## src/rtl/neureka_normquant_shift_loader.sv

```systemverilog
// Packs 32-bit param words into an NADD-lane shift vector for the normquant stage.
// Optional reuse of the previous vector via `define NEUREKA_NQ_SHIFT_REUSE_EN.
module neureka_normquant_shift_loader #(
    parameter int unsigned NADD      = 8,
    parameter int unsigned MAX_SHIFT = 31
) (
    input  logic                    clk_i,
    input  logic                    rst_i,
    input  logic                    clear_i,
    input  logic                    start_i,
`ifdef NEUREKA_NQ_SHIFT_REUSE_EN
    input  logic                    reuse_i,
`endif
    input  logic [$clog2(NADD):0]   nb_lanes_i,
    input  logic [31:0]             data_i,
    input  logic                    valid_i,
    output logic                    ready_o,
    output logic [NADD*8-1:0]       shift_o,
    output logic                    shift_valid_o,
    input  logic                    shift_ready_i,
    output logic                    busy_o,
    output logic                    done_o
);

    localparam int unsigned LW = $clog2(NADD) + 1;
    localparam int unsigned WW = $clog2(NADD / 4 + 1);

    localparam logic [1:0] IDLE = 2'd0;
    localparam logic [1:0] LOAD = 2'd1;
    localparam logic [1:0] HOLD = 2'd2;

    logic [1:0]         state_q, state_d;
    logic [NADD*8-1:0]  shift_q, shift_d;
    logic [WW-1:0]      cnt_q, cnt_d;
    logic [WW-1:0]      words_q, words_d;
    logic [LW-1:0]      eff_q, eff_d;
    logic [LW-1:0]      eff_res;
    logic [7:0]         byte_v;
    logic               reuse_req;

`ifdef NEUREKA_NQ_SHIFT_REUSE_EN
    assign reuse_req = reuse_i;
`else
    assign reuse_req = 1'b0;
`endif

    // Zero and oversize lane counts both mean "all lanes".
    assign eff_res = (nb_lanes_i == '0 || 32'(nb_lanes_i) > NADD) ? LW'(NADD) : nb_lanes_i;

    always_comb begin
        state_d = state_q;
        shift_d = shift_q;
        cnt_d   = cnt_q;
        words_d = words_q;
        eff_d   = eff_q;
        byte_v  = '0;
        case (state_q)
            IDLE: begin
                if (start_i) begin
                    if (reuse_req) begin
                        state_d = HOLD;
                    end else begin
                        eff_d   = eff_res;
                        words_d = WW'((32'(eff_res) + 32'd3) / 32'd4);
                        shift_d = '0;
                        cnt_d   = '0;
                        state_d = LOAD;
                    end
                end
            end
            LOAD: begin
                if (valid_i) begin
                    for (int unsigned ii = 0; ii < NADD; ii++) begin
                        if (ii / 4 == 32'(cnt_q)) begin
                            byte_v = data_i[(ii % 4) * 8 +: 8];
                            if (ii >= 32'(eff_q))
                                shift_d[ii*8 +: 8] = '0;
                            else if (byte_v > 8'(MAX_SHIFT))
                                shift_d[ii*8 +: 8] = 8'(MAX_SHIFT);
                            else
                                shift_d[ii*8 +: 8] = byte_v;
                        end
                    end
                    if (cnt_q == words_q - WW'(1)) begin
                        cnt_d   = '0;
                        state_d = HOLD;
                    end else begin
                        cnt_d = cnt_q + WW'(1);
                    end
                end
            end
            HOLD: begin
                if (shift_ready_i)
                    state_d = IDLE;
            end
            default: state_d = IDLE;
        endcase
    end

    always_ff @(posedge clk_i) begin
        if (rst_i || clear_i) begin
            state_q <= IDLE;
            shift_q <= '0;
            cnt_q   <= '0;
            words_q <= '0;
            eff_q   <= '0;
        end else begin
            state_q <= state_d;
            shift_q <= shift_d;
            cnt_q   <= cnt_d;
            words_q <= words_d;
            eff_q   <= eff_d;
        end
    end

    assign ready_o       = (state_q == LOAD);
    assign shift_valid_o = (state_q == HOLD);
    assign done_o        = (state_q == HOLD) && shift_ready_i;
    assign busy_o        = (state_q != IDLE);
    assign shift_o       = shift_q;

endmodule
```

## config.mk

```make
export PLATFORM = sky130hd
export DESIGN_NAME = neureka_normquant_shift_loader
export DESIGN_NICKNAME = d
export VERILOG_FILES = /design/src/rtl/neureka_normquant_shift_loader.sv
export SDC_FILE = /design/constraint.sdc
export NUM_CORES = 1
export LEC_CHECK = 0
export BUFFER_PORTS_ARGS = -buffer_cell sky130_fd_sc_hd__buf_2
export CORE_MARGIN = 2
export CORE_UTILIZATION = 49
export CTS_CLUSTER_SIZE = 20
export DETAILED_ROUTE_END_ITERATION = 10
export PLACE_DENSITY = 0.9
export REMOVE_ABC_BUFFERS = 1
export SYNTH_ARGS = -nofsm -noshare
export SYNTH_HDL_FRONTEND = slang
export SYNTH_SLANG_ARGS = --single-unit
```

## constraint.sdc

```tcl
create_clock -name clk_i -period 2 [get_ports clk_i]
set_input_delay 0.1 -clock clk_i [delete_from_list [all_inputs] [get_ports clk_i]]
set_output_delay 0.1 -clock clk_i [all_outputs]
set_load 0.01 [all_outputs]
```

==> results of run 1 <==
## worst register-to-register path, cell delays in order, from the launching register on
cell and delay, ns:
dfxtp_1 0.49, and2b_1 0.43, o311ai_1 0.30, o41ai_1 0.45
## worst paths after layout
check,slack (ns),depth (start not counted),to
min,0.05,3,eff_q[1]$_SDFFE_PP0P_
min reg2reg,0.46,2,shift_o[56]$_SDFFE_PP0P_
max reg2reg,0.21,3,shift_o[34]$_SDFFE_PP0P_
max,0.21,3,shift_o[34]$_SDFFE_PP0P_
## power by group
| part | switching [W] | internal, W | total (W) | leakage (nW) |
|---|---|---|---|---|
| registers | 0.00000853 | 0.00148 | 0.00149 | 0.596 |
| clock network | 0.000534 | 0.000517 | 0.00105 | 0.0924 |
| logic | 0.000142 | 0.0000758 | 0.000218 | 1.05 |
## layout make-up
| cell class | count | area share |
|---|---|---|
| Sequential cell | 74 | 0.395 |
| Inverter | 3 | 0.00300 |
| Multi-Input combinational cell | 207 | 0.362 |
| Timing Repair Buffer | 120 | 0.167 |
| Clock inverter | 4 | 0.00700 |
| Tap cell | 75 | 0.0250 |
| Clock buffer | 12 | 0.0413 |
## synth_stat cells, types with 3 or more instances
cell / n
clkbuf_1: 20
o211ai_1: 15
o41ai_1: 5
o31ai_1: 10
and3_1: 25
buf_1: 5
nand3_1: 21
nor2_1: 8
buf_2: 5
nand3b_1: 3
nand2b_1: 4
nor3_1: 3
dfxtp_1: 74
or2_2: 3
nand4_1: 16
o21ai_0: 9
o2111ai_1: 5
nor4_1: 5
a21oi_1: 30
nand2_1: 5
or4_1: 5
a32o_1: 5
inv_1: 3
or3_1: 3
## metal layers
metal	GRT usage	routed length [um]	share of wire	up-vias
met1	0.296	3400	0.44	1362
li1	-	-	-	1407
met3	0.0659	562	0.072	11
met4	0.0850	83	0.011	0
met5	0	0	0	-
met2	0.404	3750	0.48	122
## stage by stage
stage	setup TNS, ns	instance area (sq um)	util	total power [W]	hold slack [ns]
after floorplan	-1.69	2840	-	0.00162	0.242
final	0	3750	0.638	0.00276	0.0519
after global routing	0	3750	0.638	0.00287	0.0567
after global placement	0	3570	0.607	0.00173	0.386
after detailed placement	0	3570	0.607	0.00174	0.406
after CTS	0	3750	0.638	0.00277	0.0376
## sequential cells by signal (all words and copies together) (netlist names)
register	flops
cnt_q	2
shift_o	64
words_q	2
eff_q	4
state_q	2
## cells by family after synthesis
logic type      synth area share
buf+inv                   0.0475
xor+xnor                 0.00295
mux                      0.00337
flops                      0.498
simple gates               0.233
fa+ha+maj                0.00841
compound gates             0.206
==> impl_metrics.csv, run 1 <==
group,metric,value,unit
setup_path,cp-end-kind,"flop",
synth,synthTopCellsByArea,"dfxtp_1 (50%), and3_1 (5.3%), a21oi_1 (5.0%), o211ai_1 (3.8%), nand3_1 (3.5%)",
routing,wl_per_cell,15.7,um
sta,timing.final.ws_setup,0.215,ns
setup_path,worst-path-buf-inv,0,
job,cap_violations,0,
setup_path,max_stage_delay,0.49,ns
outcome,outcome,"finished clean",
layout,regArea,1480,sq um
sta,clock-skew-final,0.00613,ns
grt,gr-usage-all-layers,0.241,
placement,hpwl,5480,um
layout,nNetsFinal,459,
placement,gp_congestion,0.823,
layout,layout-drive-gt1-share,0.340,
layout,syn_to_final_growth,26.3,%
routing,drc,0,
routing,ant_nets,0,
synth,synth_edf_count,0,
grt,grt_first_pass_wirelength,12500,um
sta,hold_viol_final,0,
floorplan,row_count,28,
setup_path,worstReg2RegStart,"state_q[0]$_SDFFE_PP0P_",
power,irDropWorstVdd,0.439,mV
floorplan,chipHeight,81.9,um
clock_tree,htree_levels,3,
synth,yosys_register_bits,74,
synth,syn-cell-area,2970,sq um
setup_path,cp_cell_sequence,"and2b_1, o311ai_1, o41ai_1",
clock_tree,cts.sinks,74,
setup_path,critical_path_arrival,2.00,ns
sta,max_freq,560,MHz
sta,setup_violations,0,
synth,async_flop_share,0,
clock_tree,cts_setup_buffers,0,
synth,synth_cell_type_count,48,
sta,worst_pin_slew,0.682,ns
power,powerDensity,734,nW/um^2
setup_path,crit_path_top_delay_cell,"dfxtp_1",
setup_path,critPathRequiredTime,2.21,ns
setup_path,critPathLaunch,"state_q[0]$_SDFFE_PP0P_",
placement,dpl.cell_count,479,
clock_tree,cts_buffers,9,
grt,antenna_found_initial,0,
floorplan,die_area,6710,sq um
routing,vias,2902,
synth,synthFlopType,"dfxtp_1",
power,power_leakage,1.74,nW
synth,synthDominantCellAreaShare,0.498,
synth,ys_seq_area_frac,0.498,
clock_tree,cts-root-buf,"clkbuf_8",
clock_tree,cts_buffer_depth,2,
floorplan,io_pins,110,
floorplan,chipWidth,81.9,um
sta,fin_crit,1.79,ns
routing,vias_per_cell,5.86,
setup_path,critical_path_class,"reg2reg",
clock_tree,clk_pin_slew_worst_paths,0.07,ns
synth,syn_avg_cell_area,9.44,sq um
routing,drt_iter0_markers,143,
layout,fillers,496,
clock_tree,postCtsHoldBufs,0,
layout,layout.cells.non_filler,495,
synth,yosysWarnings,0,
sta,timing.final.crit_share,0.893,
placement,dp_slack,0.240,ns
clock_tree,cts_tree,"built",
setup_path,path_delay_family,"compound AO/OA/AOI/OAI gates",
layout,multiInputGateArea,1360,sq um
floorplan,core,5890,sq um
placement,io_buffer_count,109,
min_path,hp-start,"nb_lanes_i[1]",
layout,final_common_cell,"buf_2",
synth,netlist_instances,315,
clock_tree,postCtsResizedCells,0,
setup_path,cp_max_fo,12,
floorplan,start_util,0.505,
clock_tree,clkLatencyLatePin,0.34,ns
setup_path,startpoint_type,"flop",
routing,firstDrtPassIters,5,
grt,grt_overflow,0,
layout,mostFrequentLayoutCells,"buf_2 (109), dfxtp_1 (74), a21oi_1 (30)",
sta,slew_viol_final,0,
sta,max_slew_margin,0.538,
grt,grt_max_degree,46,
sta,rsz0062_at_grt,"false",
grt,grt_pass1_vias,2680,
layout,n_antenna_cell,0,
synth,yosys.area.top_type,"dfxtp_1",
routing,totalWireLength,7790,um
min_path,hold_path.class,"in2reg",
Note: power is estimated with default switching activity, not from simulation.
==> run 2, diff against run 1 <==
--- a/config.mk
+++ b/config.mk
@@ -10,6 +10,7 @@
 export CORE_UTILIZATION = 49
 export CTS_CLUSTER_SIZE = 20
 export DETAILED_ROUTE_END_ITERATION = 10
+export MAX_ROUTING_LAYER = met4
 export PLACE_DENSITY = 0.9
 export REMOVE_ABC_BUFFERS = 1
 export SYNTH_ARGS = -nofsm -noshare
==> run 2 against run 1 <==
Compared with the run above: sequential share of layout area did not move; clock-buffer cell count stayed put; core utilization unchanged; die area unchanged; clock skew barely moved; non-clock buffer count did not move; maximum frequency down 0.42%; critical path type unchanged; critical endpoint unchanged; largest power group unchanged.
==> impl_metrics.csv, run 2 (synthesis results as in run 1) <==
group,metric,value,unit
clock_tree,cts.sinks,74,
floorplan,chipHeight,81.9,um
power,report.power.total,0.00276,W
clock_tree,postCtsResizedCells,0,
floorplan,die_area,6710,sq um
floorplan,core,5890,sq um
sta,max_slew_margin,0.544,
min_path,holdPathEnd,"eff_q[1]$_SDFFE_PP0P_",
clock_tree,htree_levels,3,
outcome,outcome,"finished clean",
clock_tree,cts_tree,"built",
routing,wl_per_cell,15.8,um
clock_tree,clkLatencyLatePin,0.34,ns
placement,gp_congestion,0.835,
routing,vias,2876,
min_path,hold_path.class,"in2reg",
sta,slew_viol_final,0,
setup_path,critical_path_arrival,2.00,ns
sta,hold_ws,0.0517,ns
setup_path,cp-end-kind,"flop",
clock_tree,cts_buffers,9,
sta,fin_crit,1.79,ns
sta,setup_violations,0,
setup_path,cp_max_fo,12,
layout,syn_to_final_growth,26.3,%
floorplan,row_count,28,
placement,io_buffer_count,109,
sta,fin_tns_setup,0,ns
layout,final_common_cell,"buf_2",
power,powerDensity,734,nW/um^2
setup_path,critical_path_class,"reg2reg",
setup_path,critPathRequiredTime,2.21,ns
sta,max_freq,558,MHz
clock_tree,cts_buffer_depth,2,
grt,antenna_found_initial,0,
layout,fin_area,3750,sq um
routing,drt_iter0_markers,160,
routing,drc,0,
layout,largest_reg_flops,64,
placement,hpwl,5480,um
grt,grt_overflow,0,
setup_path,rr_endpoint,"shift_o[34]$_SDFFE_PP0P_",
clock_tree,postCtsHoldBufs,0,
placement,placed_cell_area,3570,sq um
sta,timing.final.crit_share,0.896,
clock_tree,clk_pin_slew_worst_paths,0.07,ns
setup_path,r2r_setup_slack,0.21,ns
sta,hold_viol_final,0,
power,power_leakage,1.74,nW
layout,layout.cells.non_filler,495,
grt,gr-usage-all-layers,0.249,
grt,grt_max_degree,46,
setup_path,startpoint_type,"flop",
clock_tree,cts-root-buf,"clkbuf_8",
routing,firstDrtPassIters,4,
floorplan,io_pins,110,
routing,totalWireLength,7810,um
layout,mostFrequentLayoutCells,"buf_2 (109), dfxtp_1 (74), a21oi_1 (30)",
grt,grt_first_pass_wirelength,12500,um
power,irDropWorstVdd,0.441,mV
layout,nNetsFinal,459,
sta,rsz0062_at_grt,"false",
sta,worst_pin_slew,0.673,ns
layout,layout-drive-gt1-share,0.340,
job,cap_violations,0,
setup_path,worstReg2RegStart,"state_q[0]$_SDFFE_PP0P_",
routing,vias_per_cell,5.81,
grt,grt_pass1_vias,2677,
min_path,hp-start,"nb_lanes_i[1]",
min_path,hold-path-cell-count,3,
layout,n_antenna_cell,0,
floorplan,chipWidth,81.9,um
placement,dpl.cell_count,479,
sta,clock-skew-final,0.00609,ns
setup_path,rr_worst_depth,3,
floorplan,start_util,0.505,
clock_tree,cts_setup_buffers,0,
routing,ant_nets,0,
run 2: cell counts in the layout (fill, tap and decap cells not counted):
Identical to the previous run, type by type.
run 2: cell type report:
class | instances | area (sq um)
fillers | 496 | 2130
repair buffers | 120 | 628
well taps | 75 | 93.8
multi-input cells | 207 | 1360
inverters | 3 | 11.3
clock buffers | 12 | 155
flip-flops and latches | 74 | 1480
clock inverters | 4 | 26.3
run 2: power by group:
part / leakage (nW) / switching (W) / total [W] / internal, W
clock network: 0.0924 / 0.000534 / 0.00105 / 0.000517
logic: 1.05 / 0.000142 / 0.000218 / 0.0000758
registers: 0.596 / 0.00000855 / 0.00149 / 0.00148
total: 1.74 / 0.000685 / 0.00276 / 0.00207
run 2: worst max path at each step:
stage / to / slack (ns) / startpoint / depth (start not counted)
CTS: shift_o[34]$_SDFFE_PP0P_ / 0.25 / state_q[1]$_SDFFE_PP0P_ / 4
global placement: shift_o[2]$_SDFFE_PP0P_ / 0.44 / cnt_q[0]$_SDFFE_PP0P_ / 7
floorplan: shift_o[40]$_SDFFE_PP0P_ / -0.19 / clear_i / 3
detailed placement: shift_o[34]$_SDFFE_PP0P_ / 0.24 / state_q[1]$_SDFFE_PP0P_ / 3
finish: shift_o[34]$_SDFFE_PP0P_ / 0.21 / state_q[0]$_SDFFE_PP0P_ / 3
global route: shift_o[34]$_SDFFE_PP0P_ / 0.08 / state_q[0]$_SDFFE_PP0P_ / 3
run 2: stage by stage:
step	utilization	worst slack, ns
floorplan	-	-0.194
global placement	0.607	0.442
detailed placement	0.607	0.240
CTS	0.638	0.251
global route	0.638	0.0789
finish	0.638	0.207
run 2: worst max-delay path: stages, from the launching register on:
cell	delay (ns)
dfxtp_1	0.49
and2b_1	0.43
o311ai_1	0.30
o41ai_1	0.44
run 2: layer usage:
layer / up-vias / global-route usage / share of wire
met3: 8 / 0.0659 / 0.069
met4: 0 / 0.0800 / 0.0091
met5: - / - / 0
met1: 1346 / 0.301 / 0.44
li1: 1405 / - / -
met2: 117 / 0.403 / 0.48
==> run 3, diff against run 2 <==
--- a/config.mk
+++ b/config.mk
@@ -8,11 +8,13 @@
 export BUFFER_PORTS_ARGS = -buffer_cell sky130_fd_sc_hd__buf_2
 export CORE_MARGIN = 2
 export CORE_UTILIZATION = 49
+export CTS_CLUSTER_DIAMETER = 50
 export CTS_CLUSTER_SIZE = 20
 export DETAILED_ROUTE_END_ITERATION = 10
 export MAX_ROUTING_LAYER = met4
 export PLACE_DENSITY = 0.9
 export REMOVE_ABC_BUFFERS = 1
+export SETUP_SLACK_MARGIN = 0.5
 export SYNTH_ARGS = -nofsm -noshare
 export SYNTH_HDL_FRONTEND = slang
 export SYNTH_SLANG_ARGS = --single-unit
==> run 3 against run 2 <==
Compared with the run above: critical path depth did not move; core utilization rose by 3.9 points; clock power barely moved; die area did not move; routed wire length rose by 4.5%; hold slack improved by 0.0017 ns; via count rose by 2.7%; critical path type unchanged; largest cell class unchanged.
==> impl_metrics.csv, run 3 (synthesis results as in run 1) <==
group,metric,value,unit
power,netSwitchingFraction,0.251,
placement,hpwl,5480,um
clock_tree,cts_tree,"built",
routing,totalWireLength,8160,um
power,irDropWorstVdd,0.495,mV
sta,max_slew_margin,0.511,
grt,antenna_found_initial,0,
sta,setup_violations,0,
clock_tree,postCtsHoldBufs,0,
clock_tree,htree_levels,3,
routing,wl_per_cell,16.1,um
sta,timing.final.crit_share,0.764,
placement,gp_congestion,0.835,
job,cap_violations,0,
sta,rsz0062_at_grt,"true",
setup_path,path_delay_family,"simple AND/OR/NAND/NOR gates",
layout,syn_to_final_growth,33.9,%
floorplan,start_util,0.505,
outcome,outcome,"finished clean",
setup_path,cp_cell_sequence,"or3b_4, or4b_4, o211a_1",
floorplan,row_count,28,
floorplan,chipWidth,81.9,um
layout,layout-drive-gt1-share,0.409,
setup_path,startpoint_type,"flop",
sta,fin_crit,1.53,ns
setup_path,critical_path_class,"reg2reg",
power,power_frac_clock,0.378,
floorplan,io_pins,110,
power,powerDensity,700,nW/um^2
setup_path,cp-end-kind,"flop",
floorplan,die_area,6710,sq um
power,p_int,0.00209,W
sta,slew_viol_final,0,
grt,gr-usage-all-layers,0.253,
power,power_frac_seq,0.533,
clock_tree,cts_buffer_depth,2,
routing,drc,0,
power,comb_power_share,0.090,
clock_tree,clkLatencyLatePin,0.34,ns
power,p_switching,0.000699,W
placement,placed_cell_area,3570,sq um
placement,dpl.cell_count,479,
clock_tree,cts_buffers,9,
setup_path,critPathRequiredTime,2.24,ns
setup_path,crit_path_top_delay_cell,"or4b_4",
routing,vias_per_cell,5.81,
sta,clock-skew-final,0.00682,ns
min_path,hold_path.class,"in2reg",
setup_path,worst-path-buf-inv,0,
clock_tree,clk_pin_slew_worst_paths,0.07,ns
grt,grt_max_degree,46,
layout,largest_reg_flops,64,
routing,firstDrtPassIters,4,
layout,final_common_cell,"buf_2",
layout,layout.cells.non_filler,508,
grt,grt_first_pass_wirelength,12700,um
sta,worst_pin_slew,0.726,ns
layout,mostFrequentLayoutCells,"buf_2 (111), dfxtp_1 (70), a21oi_1 (30)",
setup_path,max_stage_delay,0.53,ns
setup_path,cp_max_fo,9,
routing,drt_iter0_markers,156,
layout,fin_area,3980,sq um
sta,max_freq,655,MHz
grt,grt_pass1_vias,2693,
layout,fillers,467,
layout,nNetsFinal,472,
setup_path,critical_path_arrival,1.76,ns
layout,n_antenna_cell,0,
grt,grt_overflow,0,
placement,io_buffer_count,109,
setup_path,r2r_setup_slack,0.47,ns
sta,hold_viol_final,0,
clock_tree,cts-root-buf,"clkbuf_8",
power,power_leakage,1.84,nW
floorplan,core,5890,sq um
clock_tree,cts.sinks,74,
routing,ant_nets,0,
floorplan,chipHeight,81.9,um
routing,vias,2954,
## run 3: cell count changes in the layout (fill, tap and decap cells not counted), moves of 2 or more
cell	before	now
dfxtp_4	0	3
o31ai_2	0	2
o31ai_1	10	8
o41ai_2	0	5
dfxtp_1	74	70
o41ai_1	5	0
buf_2	109	111
buf_6	0	3
inv_1	3	1
buf_4	11	18
inv_2	0	2
## run 3: final timing paths
kind                                                from                       end  cells past startpoint
worst min-delay path                       nb_lanes_i[1]     eff_q[1]$_SDFFE_PP0P_                      3
worst max-delay path             state_q[1]$_SDFFE_PP0P_   words_q[1]$_SDFFE_PP0P_                      3
worst min register to register  shift_o[56]$_SDFFE_PP0P_  shift_o[56]$_SDFFE_PP0P_                      2
worst max register to register   state_q[1]$_SDFFE_PP0P_   words_q[1]$_SDFFE_PP0P_                      3
## run 3: worst reg2reg max path, cell delays in order, from the launching register on
cell and delay [ns]:
dfxtp_4 0.38, or3b_4 0.38, or4b_4 0.53, o211a_1 0.14
## run 3: cell type report
class | count | area, sq um | share of cell area
clock buffers | 12 | 155 | 0.0390
clock inverters | 4 | 26.3 | 0.00660
inverters | 3 | 11.3 | 0.00283
multi-input cells | 207 | 1460 | 0.366
flip-flops and latches | 74 | 1490 | 0.375
well taps | 75 | 93.8 | 0.0236
repair buffers | 133 | 744 | 0.187
## run 3: repair_timing
action,in CTS,in global routing
resized for setup,17,16
setup buffers,4,7
endpoints found under the hold margin,0,0
pin swaps,2,2
gates cloned,0,2
setup endpoints to repair,68,50
## run 3: through the flow
stage	setup WS [ns]	setup TNS, ns	total power, W	util	hold slack, ns
2_1_floorplan	-0.194	-1.69	0.00162	-	0.242
3_3_place_gp	0.442	0	0.00173	0.607	0.386
3_5_place_dp	0.240	0	0.00174	0.607	0.406
4_1_cts	0.473	0	0.00278	0.654	0.0376
5_1_grt	0.425	0	0.00290	0.677	0.0532
6_report	0.472	0	0.00279	0.677	0.0534
## run 3: layer usage
| layer | global-route usage | vias to the layer above | share of wire |
|---|---|---|---|
| met4 | 0.0767 | 0 | 0.016 |
| met5 | - | - | 0 |
| li1 | - | 1435 | - |
| met2 | 0.410 | 120 | 0.49 |
| met3 | 0.0681 | 16 | 0.063 |
| met1 | 0.310 | 1383 | 0.43 |
## run 3: power by group through the flow
stage / sequential, W / combinational (W) / clock (W)
CTS: 0.00148 / 0.000229 / 0.00107
floorplan: 0.00152 / 0.000102 / 0
global placement: 0.00152 / 0.000208 / 0
global route: 0.00149 / 0.000274 / 0.00114
detailed placement: 0.00152 / 0.000215 / 0
finish: 0.00148 / 0.000250 / 0.00105
